File: src/rtl/adc_align_pkg.sv
// adc_align_pkg: shared types and constants for the ADC alignment scheduler.
//   state_e       - scheduler FSM states (3-bit encoding)
//   CFG_MODE_*    - values driven on cfg_mode
//   RETRY_W       - width of the per-channel retry counter
//   TIMER_W       - width of the shared wait/hold down-counter
//   ch_width()    - channel index width, never less than 1 bit
package adc_align_pkg;

   typedef enum logic [2:0] {
      StIdle,
      StCfgRamp,
      StInit,
      StWait,
      StHold,
      StNext,
      StCfgNorm,
      StDone
   } state_e;

   localparam logic CFG_MODE_RAMP = 1'b1;
   localparam logic CFG_MODE_NORM = 1'b0;

   localparam int unsigned RETRY_W = 4;
   localparam int unsigned TIMER_W = 16;

   function automatic int unsigned ch_width(input int unsigned n);
      return (n > 1) ? $clog2(n) : 1;
   endfunction

endpackage

File: src/rtl/adc_align_timer.sv
// adc_align_timer: loadable down-counter shared by the end_ramp timeout and the
// post-failure settle hold.
// Ports:
//   clk, rstb  - clock, asynchronous active-low reset
//   load       - load counter with value (has priority over en)
//   value      - load value
//   en         - decrement by one per cycle, stopping at zero
//   expired    - high in the last counting cycle (count is 1) or when already 0
module adc_align_timer
   import adc_align_pkg::*;
(
   input  logic               clk,
   input  logic               rstb,
   input  logic               load,
   input  logic [TIMER_W-1:0] value,
   input  logic               en,
   output logic               expired
);

   logic [TIMER_W-1:0] cnt_q, cnt_d;

   always_comb begin
      cnt_d = cnt_q;
      if (load) begin
         cnt_d = value;
      end else if (en && (cnt_q != '0)) begin
         cnt_d = cnt_q - 1'b1;
      end
   end

   always_ff @(posedge clk or negedge rstb) begin
      if (!rstb) begin
         cnt_q <= '0;
      end else begin
         cnt_q <= cnt_d;
      end
   end

   // A load of N therefore yields exactly N counting cycles before expiry.
   assign expired = (cnt_q <= TIMER_W'(1));

endmodule

File: src/rtl/adc_align_sched.sv
// adc_align_sched: sequences deserializer alignment across N_CH ADC channels.
// Switches the ADCs to ramp pattern, runs each channel's ramp checker in turn,
// retries failed channels up to MAX_RETRY times, then restores normal mode.
// Optional build macro: ALIGN_SCHED_CH_MASK_EN adds input ch_mask (sampled on an
// accepted start); masked channels are skipped entirely.
// Ports:
//   clk, rstb          - clock, asynchronous active-low reset
//   start              - request a full pass (ignored while busy)
//   ch_mask            - (macro only) channels to skip
//   init_o             - one-hot start pulse to the selected ramp checker
//   end_ramp_i         - per-channel end-of-check pulse
//   des_rst_i          - per-channel failure flag, valid with end_ramp_i
//   cfg_req, cfg_mode  - config request and mode (1 ramp, 0 normal)
//   cfg_ack            - config acknowledge
//   busy, done         - pass in progress, end-of-pass pulse
//   ch_ok, ch_fail     - sticky per-channel pass / final-failure flags
module adc_align_sched
   import adc_align_pkg::*;
#(
   parameter int unsigned N_CH      = 4,
   parameter int unsigned MAX_RETRY = 3,
   parameter logic [15:0] TIMEOUT   = 16'd16384,
   parameter logic [7:0]  RST_HOLD  = 8'd64
) (
   input  logic            clk,
   input  logic            rstb,
   input  logic            start,
`ifdef ALIGN_SCHED_CH_MASK_EN
   input  logic [N_CH-1:0] ch_mask,
`endif
   output logic [N_CH-1:0] init_o,
   input  logic [N_CH-1:0] end_ramp_i,
   input  logic [N_CH-1:0] des_rst_i,
   output logic            cfg_req,
   output logic            cfg_mode,
   input  logic            cfg_ack,
   output logic            busy,
   output logic            done,
   output logic [N_CH-1:0] ch_ok,
   output logic [N_CH-1:0] ch_fail
);

   localparam int unsigned CH_W = ch_width(N_CH);

   state_e              state_q, state_d;
   logic [CH_W-1:0]     ch_q, ch_d;
   logic [RETRY_W-1:0]  retry_q, retry_d;
   logic [N_CH-1:0]     ok_q, ok_d, fail_q, fail_d;
   logic [N_CH-1:0]     mask;
   logic [N_CH-1:0]     ch_sel;
   logic                sel_end, sel_des;
   logic                first_vld, next_vld;
   logic [CH_W-1:0]     first_ch, next_ch;
   logic                tmr_load, tmr_en, tmr_expired;
   logic [TIMER_W-1:0]  tmr_val;

`ifdef ALIGN_SCHED_CH_MASK_EN
   logic [N_CH-1:0] mask_q;

   always_ff @(posedge clk or negedge rstb) begin
      if (!rstb) begin
         mask_q <= '0;
      end else if ((state_q == StIdle) && start) begin
         mask_q <= ch_mask;
      end
   end

   assign mask = mask_q;
`else
   assign mask = '0;
`endif

   adc_align_timer u_timer (
      .clk     (clk),
      .rstb    (rstb),
      .load    (tmr_load),
      .value   (tmr_val),
      .en      (tmr_en),
      .expired (tmr_expired)
   );

   assign ch_sel  = N_CH'(1) << ch_q;
   assign sel_end = |(end_ramp_i & ch_sel);
   assign sel_des = |(des_rst_i & ch_sel);

   // Lowest unmasked channel overall and lowest unmasked channel above ch_q;
   // scanning downwards lets the lowest match overwrite the others.
   always_comb begin
      first_vld = 1'b0;
      first_ch  = '0;
      next_vld  = 1'b0;
      next_ch   = '0;
      for (int i = int'(N_CH) - 1; i >= 0; i--) begin
         if (!mask[i]) begin
            first_vld = 1'b1;
            first_ch  = CH_W'(i);
            if (i > int'(ch_q)) begin
               next_vld = 1'b1;
               next_ch  = CH_W'(i);
            end
         end
      end
   end

   always_comb begin
      state_d  = state_q;
      ch_d     = ch_q;
      retry_d  = retry_q;
      ok_d     = ok_q;
      fail_d   = fail_q;
      tmr_load = 1'b0;
      tmr_val  = TIMEOUT;
      tmr_en   = 1'b0;
      unique case (state_q)
         StIdle: begin
            if (start) begin
               ok_d    = '0;
               fail_d  = '0;
               state_d = StCfgRamp;
            end
         end
         StCfgRamp: begin
            if (cfg_ack) begin
               ch_d    = first_ch;
               retry_d = '0;
               state_d = first_vld ? StInit : StCfgNorm;
            end
         end
         StInit: begin
            tmr_load = 1'b1;
            state_d  = StWait;
         end
         StWait: begin
            tmr_en = 1'b1;
            // A checker answer in the expiry cycle still counts.
            if (sel_end || tmr_expired) begin
               if (sel_end && !sel_des) begin
                  ok_d    = ok_q | ch_sel;
                  state_d = StNext;
               end else if (retry_q < RETRY_W'(MAX_RETRY)) begin
                  retry_d  = (retry_q == '1) ? retry_q : retry_q + 1'b1;
                  tmr_load = 1'b1;
                  tmr_val  = TIMER_W'(RST_HOLD);
                  state_d  = StHold;
               end else begin
                  fail_d  = fail_q | ch_sel;
                  state_d = StNext;
               end
            end
         end
         StHold: begin
            tmr_en = 1'b1;
            if (tmr_expired) begin
               state_d = StInit;
            end
         end
         StNext: begin
            retry_d = '0;
            if (next_vld) begin
               ch_d    = next_ch;
               state_d = StInit;
            end else begin
               state_d = StCfgNorm;
            end
         end
         StCfgNorm: begin
            if (cfg_ack) begin
               state_d = StDone;
            end
         end
         StDone: begin
            state_d = StIdle;
         end
         default: begin
            state_d = StIdle;
         end
      endcase
   end

   always_ff @(posedge clk or negedge rstb) begin
      if (!rstb) begin
         state_q <= StIdle;
         ch_q    <= '0;
         retry_q <= '0;
         ok_q    <= '0;
         fail_q  <= '0;
      end else begin
         state_q <= state_d;
         ch_q    <= ch_d;
         retry_q <= retry_d;
         ok_q    <= ok_d;
         fail_q  <= fail_d;
      end
   end

   assign init_o   = (state_q == StInit) ? ch_sel : '0;
   assign cfg_req  = (state_q == StCfgRamp) || (state_q == StCfgNorm);
   assign cfg_mode = (state_q == StCfgRamp) ? CFG_MODE_RAMP : CFG_MODE_NORM;
   assign busy     = (state_q != StIdle);
   assign done     = (state_q == StDone);
   assign ch_ok    = ok_q;
   assign ch_fail  = fail_q;

endmodule

File: config.mk
export PLATFORM = sky130hd
export DESIGN_NAME = adc_align_sched
export DESIGN_NICKNAME = d
export VERILOG_FILES = /design/src/rtl/adc_align_pkg.sv /design/src/rtl/adc_align_timer.sv /design/src/rtl/adc_align_sched.sv
export SDC_FILE = /design/constraint.sdc
export NUM_CORES = 1
export LEC_CHECK = 0
export CAP_MARGIN = 15
export CORE_AREA = 2 2 84 86
export DETAILED_ROUTE_END_ITERATION = 6
export DIE_AREA = 0 0 86 88
export GPL_ROUTABILITY_DRIVEN = 0
export PLACE_DENSITY = 0.45
export SLEW_MARGIN = 25
export SYNTH_ARGS = -nofsm -noshare
export SYNTH_HDL_FRONTEND = slang
export SYNTH_SLANG_ARGS = --single-unit
File: constraint.sdc
create_clock -name clk -period 3.5 [get_ports clk]
set_input_delay 0.7 -clock clk [delete_from_list [all_inputs] [get_ports clk]]
set_output_delay 0.7 -clock clk [all_outputs]
set_load 0.005 [all_outputs]
# Yosys cells after proc, flatten, opt, wreduce, memory -nomap -nowiden
# Cells that the tools add are included.
# op_classes
addsub,2
multipliers,0
n_div,0
order_cmp,5
n_eq_ne,19
shift,1
mux,45
n_bitwise,4
n_reduce_logical,20
# ops
operator,count
2-to-1 mux 15 bit,4
2-to-1 mux 4 bit,12
2-to-1 mux 16 bit,2
one-hot mux 3 bit (8 select lines),1
inequality test 2 bit (second input constant),11
2-to-1 mux 3 bit,6
<= comparator 16 x 1 -> 1 bit (second input constant),1
one-hot mux 4 bit (2 select lines),2
nonzero test 16 bit,1
subtractor 16 x 1 -> 16 bit (second input constant),1
== test 3 bit (second input constant),4
one-hot mux 4 bit (3 select lines),1
2-to-1 mux 1 bit,10
2-to-1 mux 2 bit,5
AND reduction 5 bit,2
bitwise AND 4 bit,2
bitwise OR 4 bit,2
OR reduction 4 bit,2
== test 3 x 2 -> 1 bit (second input constant),2
AND reduction 6 bit,1
nonzero test 2 bit,3
nonzero test 3 bit,2
adder 4 x 1 -> 4 bit (second input constant),1
== test 4 bit (second input constant),1
14 further kinds,17
# totals
reg_bits,33
latchBits,0
ram_bits,0
rom_bits,0
out_inout_bits,16
memories,0

# Depth between registers and ports, before layout
# depth
depth_word,9
ltp_mapped,8

# By module
# Synthesis repeated with hierarchy kept, for this count alone.
# hier_totals
hier_cells,244
hier_area_um2,2165.8
# by_module_without_submodules
module,instances,cells_per_inst,area_each_um2,seq_area_each_um2
adc_align_sched,1,116,1086.0,425.4
adc_align_timer,1,128,1079.8,400.4

# Worst setup path before layout
# OpenSTA, ideal clock, no wires.
# synth_timing
path_kind,register -> register
start,reg ch_q[0]
end,reg u_timer.cnt_q[3]
arrival_ps,2192
t_required_ps,3427
path_slack_ps,1235
path_stages_with_launch,9
synth_period_minus_slack_ps,2265
cell_sequence,dfrtp_1 -> inv_1 -> ha_1 -> a22oi_1 -> a2111oi_2 -> or3_1 -> o22ai_2 -> buf_2 -> nor2_1
# synth_between
elab_chain_cells,9
# synth_rtl
item,line_no,source
from (decl),adc_align_sched.sv:46,"logic [CH_W-1:0] ch_q, ch_d;"
from (signal assigned),adc_align_sched.sv:189,ch_q <= ch_d;
<< shifter 1 x 2 -> 4 bit (*),adc_align_sched.sv:82,assign ch_sel = N_CH'(1) << ch_q;
bitwise AND 4 bit,adc_align_sched.sv:84,assign sel_des = |(des_rst_i & ch_sel);
OR reduction 4 bit,adc_align_sched.sv:84,
zero test 1 bit,adc_align_sched.sv:137,if (sel_end && !sel_des) begin
logical AND 1 bit,adc_align_sched.sv:137,
2-to-1 mux 1 bit / 2-to-1 mux 15 bit (equally long branches),adc_align_sched.sv:137,
2-to-1 mux 1 bit / 2-to-1 mux 15 bit (equally long branches),adc_align_sched.sv:136,if (sel_end || tmr_expired) begin
one-hot mux 1 bit (2 select lines) / 2-to-1 mux 15 bit (equally long branches),adc_align_sched.sv:114,unique case (state_q)
2-to-1 mux 16 bit / nonzero test 2 bit (equally long branches),-,
to (signal assigned),adc_align_timer.sv:35,cnt_q <= cnt_d;
to (decl),adc_align_timer.sv:20,"logic [TIMER_W-1:0] cnt_q, cnt_d;"
# Mark *: on every way between the ends. The rest lies on a longest branch, timed or not.
# A chain may end at the register's enable or synchronous reset.

# Worst setup path after layout
# layout_timing
start,reg state_q[2]
end,out init_o[2]
# layout_between
elab_chain_cells,2
# layout_rtl
item,line_no,source
from (decl),adc_align_sched.sv:45,"state_e state_q, state_d;"
from (signal assigned),adc_align_sched.sv:182,state_q <= StIdle;
from (signal assigned),adc_align_sched.sv:188,state_q <= state_d;
== test 3 x 2 -> 1 bit,adc_align_sched.sv:196,assign init_o = (state_q == StInit) ? ch_sel : '0;
2-to-1 mux 4 bit,adc_align_sched.sv:196,
to (decl),adc_align_sched.sv:31,"output logic [N_CH-1:0] init_o,"
# No other way between the ends.

==> impl_metrics.csv <==
group,metric,value,unit
worst_hold_path,holdPathStages,1,
detailed_routing,drt-vias-per-instance,5.11,
floorplan,initial_utilization,29.4,%
global_routing,grt_overflow,0,
yosys,syn_nets,221,
detailed_routing,first_pass_iters,4,
detailed_routing,drtIter0Drc,42,
timing,slew_violations,0,
yosys,synth_top_area_share,42.2,%
finish,drive_gt1_share,8.73,%
timing,finalClockSkew,0.00463,ns
yosys,synth_edf_count,0,
yosys,synth_ff_type,"dfrtp_1",
yosys,yosys_warnings,0,
pwr,p_leak,0.00100,uW
clocking,hold_buffers,0,
clocking,clkLatencyLatePin,0.28,ns
yosys,synthCells,199,
worst_setup_path,arrival,2.13,ns
yosys,netlist_top_cells_area,"dfrtp_1 (42%), ha_1 (6.4%), a22o_1 (5.4%)",
pwr,combinationalPowerShare,52.7,%
finish,nFillCells,669,
yosys,netlist_area,1960,um^2
floorplan,die-height,88,um
yosys,synth-seq-cells,33,
floorplan,die_area,7570,um^2
clocking,cts_made_buffers,5,
pwr,power_density,836,nW/um^2
yosys,ys_types,46,
global_routing,antenna_found_initial,0,
detailed_routing,num_vias,1579,
global_routing,grt_max_degree,34,
floorplan,core_area,6640,um^2
global_routing,track_usage,13.5,%
yosys,yosysSeqAreaShare,42.2,%
place,place_hpwl,3410,um
timing,hold_viol,0,
pwr,sequentialPowerShare,32.6,%
floorplan,num_rows,30,
worst_setup_path,worstSetupPathType,"flip-flop to primary output",
floorplan,die_w,86,um
pwr,intPower,1140,uW
global_routing,grt_pass1_vias,1601,
timing,max_freq,0.353,GHz
timing,setup_violations,0,
finish,final_nets,251,
detailed_routing,routedWlPerCell,15.1,um
detailed_routing,drc,0,
finish,diodes,0,
yosys,syn_area_per_cell,9.83,um^2
place,pre_cts_slack,0.682,ns
detailed_routing,antenna_left,0,
timing,setup_slack,0.669,ns
finish,postLayoutCoreUtil,36.3,%
floorplan,io_pins,28,
clocking,postCtsResizedCells,0,
place,post_dp_cell_area,2320,um^2
pwr,clockPowerShare,14.7,%
pwr,switching_share,43.2,%
yosys,synth_area_leader_cell,"dfrtp_1",
clocking,cts_tree,"built",
clocking,cts_setup_buffers,0,
yosys,synth_most_common_cell,"dfrtp_1",
timing,max_slew_margin,45.7,%
finish,syn_to_final_growth,23.2,%
pwr,ir_worst_vdd,0.279,mV
place,portBuffers,27,
detailed_routing,wl,4650,um
worst_setup_path,start_kind,"flip-flop",
timing,tightestPinTransition,0.807,ns
clocking,clock_sinks,33,
clocking,cts-root-buf,"clkbuf_8",
worst_setup_path,critPathRequiredTime,2.80,ns
finish,fin_area,2410,um^2
pwr,power.switching,871,uW
worst_setup_path,endpoint_kind,"primary output",
worst_setup_path,crit_path_max_fanout,16,
global_routing,grt_pass1_wl,7940,um
clocking,cts_max_level,2,
timing,rsz0062_at_grt,"false",
yosys,async_flop_share,100,%
worst_hold_path,hold_class,"flip-flop to flip-flop",
worst_setup_path,r2r_cells,7,
clocking,clk_path_buf_depth,2,
clocking,clk_pin_slew,0.07,ns
timing,tns,0,ns
timing,min_period,2.83,ns
run_status,status,"completed",
run,cap_viol_max_count,0,
timing,min_period_over_period,80.9,%
yosys,synth.top_cells.by_count,"dfrtp_1 (33), nor2_1 (24), a22o_1 (12)",
cell type report:
cell class                 instances  area, um^2  share of cell area [%]
clock buffer                       6        82.6                    3.43
clock inverter                     1        7.51                   0.312
inverter                           9        33.8                    1.40
multi-input combinational        150        1070                    44.3
sequential                        33         826                    34.3
tap                               80         100                    4.16
timing repair buffer              30         293                    12.2
sequential cells by signal, indices dropped and copies added (netlist names):
signal,flops
u_timer.cnt_q,16
ch_fail,4
ch_ok,4
retry_q,4
state_q,3
ch_q,2
layer usage:
metal	vias up	share of wire (%)	global-route usage, %
met5	-	0	0
met4	0	0.49	3.46
met3	2	5.3	3.86
met2	43	46	21.6
met1	749	48	18.0
li1	785	-	-
final timing paths:
path | start | to | slack, ns
min in group asynchronous | rstb | u_timer.cnt_q[11] | 0.83
max reg2reg | ch_q[1] | u_timer.cnt_q[4] | 0.95
min | retry_q[2] | retry_q[2] | 0.48
max in group asynchronous | rstb | state_q[0] | 2.36
min reg2reg | retry_q[2] | retry_q[2] | 0.48
max | state_q[2] | init_o[2] | 0.67
placed cells by master (no fill, tap or decap), drive strengths merged, types with 4 or more instances in the layout:
| master | n |
|---|---|
| clkbuf | 6 |
| a22o | 12 |
| nor2 | 24 |
| ha | 10 |
| inv | 9 |
| nor3 | 6 |
| and2 | 6 |
| o21ai | 6 |
| clkdlybuf4s50 | 27 |
| or3 | 4 |
| a31oi | 4 |
| dfrtp | 33 |
| xnor2 | 10 |
| a21oi | 5 |
| nor4 | 8 |
| nand2 | 8 |
critical path, stage by stage (launching register included):
cell	delay, ns
dfrtp_1	0.53
nand2b_1	0.26
nor2_1	0.37
and2_1	0.20
clkdlybuf4s50_1	0.49
logic make-up (layout without fill, tap and decap cells):
group                    after synthesis  count (layout)  synth area share [%]
multiplexers                           3               3                  1.60
AO/OA/AOI/OAI                         48              48                  18.9
adder cells (fa/ha/maj)               10              10                  6.40
XOR/XNOR                              10              10                  4.48
flip-flops                            33              33                  42.2
buffers and inverters                 16              46                  3.26
AND/OR/NAND/NOR                       79              79                  23.1
metrics by stage:
step                      std cells  hold WS, ns  power (uW)
after floorplan                 199        0.404        1400
after detailed placement        302        0.466        1730
after global placement          302        0.470        1740
after CTS                       309        0.485        2040
after global routing            309        0.492        2210
final                           309        0.478        2010
power groups by stage:
stage | clock network [uW] | registers, uW | logic [uW]
CTS | 309 | 655 | 1080
global route | 329 | 679 | 1200
detailed placement | 0 | 659 | 1070
finish | 296 | 656 | 1060
global placement | 0 | 665 | 1080
floorplan | 0 | 596 | 802
Note: power is estimated with default switching activity, not from simulation.
==> edit 1: new RTL, same settings <==
`RETRY_W`: 4 -> 6.
--- a/src/rtl/adc_align_pkg.sv
+++ b/src/rtl/adc_align_pkg.sv
@@ -20,7 +20,7 @@
    localparam logic CFG_MODE_RAMP = 1'b1;
    localparam logic CFG_MODE_NORM = 1'b0;
 
-   localparam int unsigned RETRY_W = 4;
+   localparam int unsigned RETRY_W = 6;
    localparam int unsigned TIMER_W = 16;
 
    function automatic int unsigned ch_width(input int unsigned n);
Function: no difference found for any inputs over 10 cycles, from zero or initial values and one cycle with rstb low; that may be too few to reach the edited logic, so the function may still have changed.
==> edit 1 against the unedited design <==
Die area unchanged. First-iteration DRC count up 100%. Setup slack got worse by 0.27 ns. Register-to-register slack improved by 0.10 ns. Global-route usage up 0.87 points. Hold slack improved by 0.00090 ns. Sequential share of layout area grew 1.7 points. Total power is 1.3% higher. Sequential power rose by 3%. Sequential cell count rose by 2. Count of clock-buffer cells in the layout rose by 1. Cell area rose by 1.1%. Area after synthesis rose by 3.3%. Highest routed layer unchanged. Routed wire length rose by 8.3%. Critical endpoint is now init_o[0].
==> edit 1: results <==
final_layout:
  buffer_area_share_pct: 10.9
  nets: 261
  nClkBuffers: 7
  n_all_buffers: 27
  drive_above_1_share_pct: 4.98
  fillCellCount: 681
  inverters: 7
  multi_input_comb_area_mm2: 0.00109
power:
  power.net_switching_mw: 0.915
  seqPwrFrac_pct: 33.1
  p_seq_mw: 0.675
  ir_worst_vdd_v: 0.000294
placement:
  post-place-ws_ns: 0.739
  hpwlAfterDp_mm: 3.77
  place_inst: 313
worst_setup_path:
  r2r_start: "u_timer.cnt_q[8]"
  critPathMaxStageDelay_ns: 0.57
  path_max_fanout: 13
route:
  wl_met3_um: 191
  wl_met1_mm: 2.47
  wl_per_cell_um: 15.7
  viasPerCell: 5.26
  drt_iter0_markers: 86
  wl_met2_mm: 2.33
global_route:
  use_met2_pct: 22.3
  track_usage_pct: 14.3
  grtUsageMet3_pct: 2.92
  grt_max_degree: 36
  grt_pass1_wl_mm: 8.54
synth:
  ys_ff_latch: 35
  synthTopCellsByArea: "dfrtp_1 (43%), ha_1 (5.6%), nor2_1 (5.0%)"
  synth_cell_types: 47
  ys_seq_area_share_pct: 43.3
  syn_inst: 213
  synth_fp_nets: 234
  synth.area.mux_share_pct: 0
  synth_fa_ha_area_share_pct: 5.57
  synth-compound-area-share_pct: 20.6
  synth_xor_area_share_pct: 3.47
die:
  start_util_pct: 30.4
sta:
  fin_skew_ns: 0.00694
  maxSlewHeadroom_pct: 46.8
clock_tree:
  cts_buffers: 5
run_status:
  status: "completed"
-- edit 1: cell count changes after synthesis, sizes merged, moves of 3 or more --
cell   unedited run  this run
xnor2            10         6
a22o             12         6
nor4              8         5
nor2             24        27
nor2b             3         6
a21oi             5        18
-- edit 1: final timing paths --
path / endpoint / slack [ns] / cells after the start
max: init_o[0] / 0.40 / 4
min: ch_fail[3] / 0.48 / 1
max reg2reg: u_timer.cnt_q[1] / 1.05 / 5
min reg2reg: retry_q[0] / 0.48 / 1
max in group asynchronous: u_timer.cnt_q[15] / 2.49 / 1
min in group clk: retry_q[0] / 0.48 / 1
-- edit 1: through the flow --
stage               hold WS [ns]  area [um^2]
floorplan                  0.404         2020
global placement           0.476         2350
detailed placement         0.473         2350
CTS                        0.485         2440
global route               0.505         2440
finish                     0.479         2440
-- edit 1: critical path, delay by kind of cell, from the launching register on --
family | cells | cell delay, ns
flops | 1 | 0.57
simple gates | 3 | 1.04
buf+inv | 1 | 0.50
==> edit 2: new RTL, config.mk and constraints unchanged <==
Made on the original files. Re-encode `state_e` (8 states) as one-hot, 8 bits wide.
--- a/src/rtl/adc_align_pkg.sv
+++ b/src/rtl/adc_align_pkg.sv
@@ -6,15 +6,15 @@
 //   ch_width()    - channel index width, never less than 1 bit
 package adc_align_pkg;
 
-   typedef enum logic [2:0] {
-      StIdle,
-      StCfgRamp,
-      StInit,
-      StWait,
-      StHold,
-      StNext,
-      StCfgNorm,
-      StDone
+   typedef enum logic [7:0] {
+      StIdle    = 8'b00000001,
+      StCfgRamp = 8'b00000010,
+      StInit    = 8'b00000100,
+      StWait    = 8'b00001000,
+      StHold    = 8'b00010000,
+      StNext    = 8'b00100000,
+      StCfgNorm = 8'b01000000,
+      StDone    = 8'b10000000
    } state_e;
 
    localparam logic CFG_MODE_RAMP = 1'b1;
Behaviour: no difference found for any inputs over 10 cycles, from zero or initial values and one cycle with rstb low; not proved beyond that.
==> edit 2 against the unedited design <==
Area after synthesis rose by 14%. Fmax decreased by 10%. Sequential cell count up 5. Routed wire length is 20% higher. Utilization increased by 4.5 points. Via count up 15%. Cell area is 12% higher. Clock skew increased by 0.0029 ns. Count of clock-buffer cells in the layout is the same. Setup slack got worse by 0.32 ns. Total power shrank 2.8%. Non-clock buffer count is 2 lower. First-iteration DRC count is 67% higher. Largest power group unchanged.
==> edit 2: results <==
synth:
  synth_common_cells: "dfrtp_1 (37), a21oi_1 (13), nor2_1 (13)"
  synthTopCellsByArea: "dfrtp_1 (41%), ha_1 (5.6%), a22o_1 (3.9%)"
  synth_cell_types: 54
  synth_fp_nets: 247
  ys_seq_area_share_pct: 42.6
clock_tree:
  clockBufferDepth: 2
  clkSinkCount: 38
  cts_setup_buffers: 0
worst_setup_path:
  path_max_fanout: 8
  worstRegToRegCells: 5
  crit_start: "state_q[3]"
  crit_arrival_ns: 2.45
  endpoint: "init_o[0]"
  r2r_start: "state_q[2]"
  r2r_slack_ns: 0.85
  rr_endpoint: "u_timer.cnt_q[15]"
sta:
  max_freq_mhz: 317
  tightest_slew_ns: 0.884
  fin_skew_ns: 0.00749
final_layout:
  clk_share_pct: 5.27
  n_all_buffers: 28
  regArea_um2: 952
  multi_input_comb_area_mm2: 0.00121
  nMultiInputCombCells: 171
  fin_util_pct: 40.8
  inverters: 8
  fillCellCount: 658
  drive_above_1_share_pct: 11.1
  nets: 274
  buffer_area_share_pct: 10.1
route:
  routed_wl_mm: 5.60
  wl_met1_mm: 3.00
  drt_iter0_markers: 70
  wl_met3_um: 122
  num_vias: 1810
  wl_per_cell_um: 16.8
  wl_met2_mm: 2.42
global_route:
  grt_max_degree: 39
  grt_pass1_wl_mm: 9.13
  use_met2_pct: 21.7
  track_usage_pct: 15.4
  grtUsageMet1_pct: 23.9
  grtUsageMet3_pct: 3.11
  grt_pass1_vias: 1719
placement:
  place_area_mm2: 0.00256
  post-place-ws_ns: 0.666
  place_inst: 325
  hpwlAfterDp_mm: 4.11
power:
  ir_worst_vdd_v: 0.000301
  p_comb_share_pct: 39.3
  p_sw_share_pct: 39.5
  cellLeakagePower_nw: 1.10
  p_seq_mw: 0.721
  total_power_mw: 1.96
run_status:
  status: "completed"
hold_path:
  min_path_cells: 1
[edit 2: worst min-delay path by stage]
stage               start         end  slack, ns
3_5_place_dp   retry_q[0]  retry_q[0]       0.49
2_1_floorplan        rstb  ch_fail[0]       0.40
4_1_cts        retry_q[0]  retry_q[0]       0.50
5_1_grt        retry_q[0]  retry_q[0]       0.52
3_3_place_gp   retry_q[0]  retry_q[0]       0.47
6_report       retry_q[0]  retry_q[0]       0.49
[edit 2: kinds of logic (layout without fill, tap and decap cells)]
family          Yosys count  in the layout  synth area share [%]
fa+ha+maj                10             10                  5.60
xor+xnor                  8              8                  3.14
compound gates           65             65                  21.1
simple gates             87             87                  23.9
flops                    38             38                  42.6
mux                       1              1                 0.448
buf+inv                  16             44                  3.19
[edit 2: critical path: stages, from the launching register on]
cell and delay, ns:
dfrtp_1 0.45, or4_1 0.58, nor3_1 0.13, and3_1 0.33
and2_1 0.17, clkdlybuf4s50_1 0.50
